[config.mk]
export PLATFORM = sky130hd
export DESIGN_NAME = jt51_exp2lin_rx
export DESIGN_NICKNAME = d
export VERILOG_FILES = /design/src/rtl/jt51_exp2lin_rx.sv
export SDC_FILE = /design/constraint.sdc
export NUM_CORES = 1
export LEC_CHECK = 0
export CAP_MARGIN = 20
export CORE_MARGIN = 2
export CORE_UTILIZATION = 60
export DETAILED_ROUTE_END_ITERATION = 8
export DONT_BUFFER_PORTS = 1
export PLACE_DENSITY_LB_ADDON = 0.12
export SKIP_CTS_REPAIR_TIMING = 1
export SYNTH_ARGS = -nofsm -noshare
export SYNTH_HDL_FRONTEND = slang
export SYNTH_SLANG_ARGS = --single-unit
[constraint.sdc]
create_clock -name clk -period 2.37 [get_ports clk]
set_input_delay 0.237 -clock clk [delete_from_list [all_inputs] [get_ports clk]]
set_output_delay 0.237 -clock clk [all_outputs]
set_load 0.005 [all_outputs]
[src/rtl/jt51_exp2lin_rx.sv]
// Serial floating-point DAC receiver: collects 13-bit mantissa/exponent words and
// converts them to 16-bit signed linear left/right samples on strobe falling edges.
module jt51_exp2lin_rx (
    input  logic        clk,
    input  logic        rst,
    input  logic        cen,
    input  logic        sd,
    input  logic        sh1,
    input  logic        sh2,
    output logic [15:0] left,
    output logic [15:0] right,
    output logic        left_vld,
    output logic        right_vld,
    output logic        frame_err
);

    logic [12:0] r_sr;
    logic [3:0]  r_cnt;
    logic        r_sh1;
    logic        r_sh2;
    logic [15:0] r_left;
    logic [15:0] r_right;
    logic        r_left_vld;
    logic        r_right_vld;
    logic        r_frame_err;

    logic        w_fall1;
    logic        w_fall2;
    logic        w_full;
    logic [2:0]  w_shamt;
    logic [15:0] w_mant_ext;
    logic [15:0] w_lin;

    always_comb begin
        w_fall1 = cen && r_sh1 && !sh1;
        w_fall2 = cen && r_sh2 && !sh2;
        w_full  = (r_cnt >= 4'd13);
    end

    // Decode always works on the word held before this cycle's shift.
    always_comb begin
        w_mant_ext = {{6{r_sr[9]}}, r_sr[9:0]};
        w_shamt    = r_sr[12:10] - 3'd1;
        w_lin      = '0;
        if (r_sr[12:10] != 3'd0) begin
            w_lin = w_mant_ext << w_shamt;
        end
    end

    always_ff @(posedge clk) begin
        if (rst) begin
            r_sr        <= '0;
            r_cnt       <= '0;
            r_sh1       <= 1'b1;
            r_sh2       <= 1'b1;
            r_left      <= '0;
            r_right     <= '0;
            r_left_vld  <= 1'b0;
            r_right_vld <= 1'b0;
            r_frame_err <= 1'b0;
        end else begin
            r_left_vld  <= 1'b0;
            r_right_vld <= 1'b0;
            r_frame_err <= 1'b0;
            if (cen) begin
                r_sr  <= {sd, r_sr[12:1]};
                r_sh1 <= sh1;
                r_sh2 <= sh2;
                if (w_fall1 || w_fall2) begin
                    r_cnt <= 4'd1;
                end else if (r_cnt != 4'd15) begin
                    r_cnt <= r_cnt + 4'd1;
                end
                if ((w_fall1 || w_fall2) && !w_full) begin
                    r_frame_err <= 1'b1;
                end
                if (w_fall1 && w_full) begin
                    r_left     <= w_lin;
                    r_left_vld <= 1'b1;
                end
                if (w_fall2 && w_full) begin
                    r_right     <= w_lin;
                    r_right_vld <= 1'b1;
                end
            end
        end
    end

    always_comb begin
        left      = r_left;
        right     = r_right;
        left_vld  = r_left_vld;
        right_vld = r_right_vld;
        frame_err = r_frame_err;
    end

endmodule

### Word level (Yosys, flattened, before mapping)

Index checks and enable logic that the tools add are counted.
Widths: inputs -> output; s select.

* bits in registers: 54
* output and inout port bits: 35
* logic and storage cells: 38

* add/subtract/negate cells: 2
* $lt $le $gt $ge: 1
* eq/ne operators: 1
* shifts and indexed selects: 1
* muxes and demuxes: 6
* bitwise gates (word level): 1
* reductions and logical operators: 17

Operator list (count)
* $mux 16: 1
* $shl 16x3->16: 1
* $mux 4: 2
* $logic_and 1x1->1: 7
* $reduce_and 2->1: 3
* $add 4x1->4 const B: 1
* $ge 4x4->1 const B: 1
* $ne 4x4->1 const B: 1
* $logic_not 1->1: 3
* $mux 1: 3
* $reduce_bool 3->1: 1
* $sub 3x1->3 const B: 1
* $reduce_bool 2->1: 1
* $reduce_or 2->1: 1
* $logic_or 1x1->1: 1
* $not 1->1: 1

### Longest topological paths before layout

* word-level depth: 5
* gate-level depth with buffers: 10

### Least setup slack after synthesis

OpenSTA, ideal clock, no wires.

* path type: register to register
* start point: reg r_sr[10]
* end point: reg r_right[9], in the netlist right[9]
* setup time: 0.131 ns
* arrival time: 1.962 ns
* required time: 2.239 ns
* setup slack: 0.276 ns
* cell stages (with the launch flop): 8
* path buffers: 2
* clock period less this slack: 2.094 ns
* cell sequence: dfxtp_1 > buf_6 > buf_8 > inv_1 > ha_1 > mux4_1 > a221oi_1 > nor3_1

* longest elaborated chain between the ends: 3
* elaborated cells between the ends (all ways): 4
* those cells by class: add/sub: 1; shift: 1; mux: 1; reduce/logical: 1

Ends and longest elaborated chain
* start: declaration: line 17 `logic [12:0] r_sr;`
* start signal: assignment: line 66 `r_sr <= {sd, r_sr[12:1]};`
* $sub 3x1->3: line 43 `w_shamt = r_sr[12:10] - 3'd1;`
* $shl 16x3->16: line 46 `w_lin = w_mant_ext << w_shamt;`
* $mux 16 *: line 45 `if (r_sr[12:10] != 3'd0) begin`
* end signal: assignment: line 82 `r_right <= w_lin;`
* end: declaration: line 22 `logic [15:0] r_right;`

Every way passes the cells marked *; elsewhere a longest branch is shown, timed or not.
A chain may end at the register's enable or synchronous reset.

### Worst setup path in the final report

* start point: reg r_sr[11]
* end point: reg r_right[9], in the netlist right[9]

Same word-level chain as after synthesis.

==> impl_summary.log <==
INFO  metric routed_wirelength = between 5000 and 6000 um
INFO  metric netlist_instances = about 270
INFO  metric timing.max_cap.violations = 0
INFO  metric synthesis.nets = 282
INFO  metric antenna_left = 0
INFO  metric grt_overflow_total = 0
INFO  metric cp.arrival = approximately 2.1 ns
INFO  metric netlist_area = 2550 um^2
INFO  metric avgRoutedWirePerCell = 16.8 um
INFO  metric tritoncts.num_buffers = 5
INFO  metric highest_count_cells_in_the_layout_ignoring_fill_and_taps = 54 x dfxtp_1, 41 x nor2_1, 28 x nor3_1, 17 x nand2_1, 16 x mux2i_1
INFO  metric most_common_cell_after_layout_fill_and_taps_aside = dfxtp_1
INFO  metric synth_adder_area_share = 0.0245
INFO  metric critical_path.top_delay_family = multiplexers
INFO  metric fillCellCount = ~350
INFO  metric rsz0062_at_grt = no
INFO  metric grt_util_all_layers = 0.227
INFO  metric clock_insertion_delay_at_the_later_pin_of_the_skew_report = about 0.3 ns
INFO  metric cts-htree-levels = 2
INFO  metric die-area = between 4000 and 5000 um^2
INFO  metric maxSlewHeadroom = 0.687
INFO  metric vias = just under 2,000
INFO  metric number_of_buffers_on_the_longest_clock_path = 2
INFO  metric grt_max_degree = between 50 and 60
INFO  metric clock-root-buffer = clkbuf_8
INFO  metric initial_antenna_violation_count = 0
INFO  metric post_synth_and_or_nand_nor_area_fraction = 0.214
INFO  metric antenna_cells = 0
INFO  metric cpPeakStageDelay = roughly 0.65 ns
INFO  metric post-route-min-period = a little under 2 ns
INFO  metric setup.worst_path.class = flip-flop to flip-flop
INFO  metric grt_first_pass_wirelength = 8740 um
INFO  metric floorplan.rows = 23
INFO  metric ir_worst_vdd = between 0.3 and 0.4 mV
INFO  metric post_route_cells_drive_above_1_share = 0.109
INFO  metric finish.net_count = around 280
INFO  metric initial_utilization = 0.630
INFO  metric dpl.hpwl = around 3600 um
INFO  metric gpl.final_weighted_congestion = 0.886
INFO  metric tritoncts = built
INFO  metric seq_area_frac_synth = 0.423
INFO  metric synth_compound_area_frac = 0.138
INFO  metric finalHoldViolCount = 0
INFO  metric clock_sink_count = between 50 and 60
INFO  metric clock_skew = around 0.0062 ns
INFO  metric p_leak = 0.947 nW
INFO  metric top_level_ports = between 40 and 50
INFO  metric dieHeight = approximately 69 um
INFO  metric critical_path.slowest_cell = mux4_1
INFO  metric area_growth = 3.43%
INFO  metric grt_pass1_vias = 1,754
INFO  metric total_negative_slack_for_setup_checks = 0 ns
INFO  metric crit_buf_inv = 1
INFO  metric clk_pin_slew_worst_paths = approximately 0.09 ns
INFO  metric io_buffer_count = 0
INFO  metric synth.ff_latch_count = between 50 and 60
INFO  metric max_freq = approximately 520 MHz
INFO  metric min_path_type = input pin to flip-flop
INFO  metric drt_iter0_markers = ~170
INFO  metric crit_path_max_fanout = 4
INFO  metric ys_warn_count = 0
INFO  metric worst-r2r-setup-slack = approximately 0.44 ns
INFO  metric finalMaxSlewViolations = 0
INFO  metric crit_path_cell_trace = inv_1 > ha_1 > mux4_1 > a221oi_1 > nor3_1
INFO  metric cp.required = between 2 and 3 ns
INFO  metric worst_slew_pin_slew = between 0.4 and 0.5 ns
INFO  metric synth_top_family_by_area = simple AND/OR/NAND/NOR gates
INFO  metric synth_cell_type_count = 42
INFO  metric remaining_drc_errors = 0
INFO  metric drt-pass1-iter-count = 4
INFO  metric period_share = 0.815
INFO  metric report.final.setup_viol = 0
INFO  metric die_x_extent = ~70 um
INFO  metric avgViaCountPerCell = about 6.1
INFO  metric synth.avg_cell_area = ~9.4 um^2
INFO  metric yosys.area_share.xor_xnor = 0.0103
INFO  metric power_per_cell_area = around 580 nW/um^2
INFO  metric crit_path_start_kind = flip-flop
INFO  metric core-area = 4060 um^2
INFO  metric yosys-mux-area-fraction = 0.127
INFO  metric setup.worst_path.end_class = flip-flop
INFO  metric status = finished, final reports clean
INFO  metric worst_hold_slack = 0.0304 ns
## synth_stat cells, drive strengths merged
cell / number / area, um^2
xor2: 2 / 17.5
dfxtp: 54 / 1080
clkbuf: 4 / 15.0
nor3: 28 / 140
or3b: 2 / 22.5
ha: 5 / 62.6
a221oi: 10 / 87.6
buf: 15 / 118
xnor2: 1 / 8.76
nand2: 19 / 76.3
and3: 1 / 6.26
inv: 5 / 18.8
nand2b: 3 / 18.8
mux2i: 16 / 160
dlygate4sd1: 1 / 8.76
or2b: 1 / 7.51
or3: 1 / 6.26
mux4: 7 / 165
and4: 2 / 17.5
a21boi: 5 / 48.8
nor2b: 5 / 31.3
and2: 1 / 6.26
a21oi: 13 / 65.1
nand3b: 1 / 7.51
a22oi: 2 / 25.0
a211oi: 11 / 92.6
nor2: 42 / 160
nand4: 2 / 12.5
a211o: 2 / 17.5
o21ai: 3 / 15.0
nand3: 7 / 35.0
## per-layer routing
| layer | track usage | vias to the layer above | share of wire |
|---|---|---|---|
| li1 | - | 970 | - |
| met1 | 0.305 | 903 | 0.48 |
| met2 | 0.361 | 40 | 0.46 |
| met3 | 0.0596 | 8 | 0.038 |
| met4 | 0.0697 | 0 | 0.017 |
| met5 | 0 | - | 0 |
## cells by family (layout without fill, tap and decap cells)
kind of cell	count (synthesis)	after routing
and+or+nand+nor	115	115
DFF	54	54
AOI/OAI and AO/OA	46	46
buffers and inverters	25	21
muxes	23	23
adders and majority gates	5	5
xor gates and xnor gates	3	3
## sequential cells by signal (all words and copies together), names as in the netlist
register	flops
left	16
right	16
r_sr	13
r_cnt	4
frame_err	1
left_vld	1
r_sh1	1
r_sh2	1
right_vld	1
## worst paths after layout
path,from,to,depth (start not counted)
max,r_sr[11]$_SDFFE_PP0P_,right[9]$_SDFFE_PP0P_,5
min,rst,r_sh1$_SDFFE_PP1P_,1
max reg2reg,r_sr[11]$_SDFFE_PP0P_,right[9]$_SDFFE_PP0P_,5
min reg2reg,left[3]$_SDFFE_PP0P_,left[3]$_SDFFE_PP0P_,2
## area by class of cell
cell class / instances / area (um^2) / area share
tap: 50 / 62.6 / 0.0237
clock buffer: 7 / 86.3 / 0.0327
timing repair buffer: 8 / 75.1 / 0.0284
clock inverter: 1 / 5.00 / 0.00189
multi-input combinational: 192 / 1310 / 0.497
inverter: 5 / 18.8 / 0.00710
sequential: 54 / 1080 / 0.409
## report_power, final
group	internal (mW)	leakage [nW]	switching [mW]	total, mW
sequential	0.915	0.436	0.00685	0.921
combinational	0.0327	0.463	0.0511	0.0838
clock	0.236	0.0482	0.279	0.515
total	1.18	0.947	0.337	1.52
## per-stage QoR
step / setup slack, ns / total power, mW / util / cell area (um^2) / cells
detailed placement: 0.445 / 1.01 / 0.621 / 2520 / 307
global placement: 0.461 / 1.01 / 0.621 / 2520 / 307
CTS: 0.430 / 1.52 / 0.644 / 2610 / 315
finish: 0.439 / 1.52 / 0.651 / 2640 / 317
floorplan: 0.276 / 1.02 / - / 2550 / 271
global route: 0.343 / 1.59 / 0.651 / 2640 / 317
No activity file was read; power rests on OpenSTA's default activity.
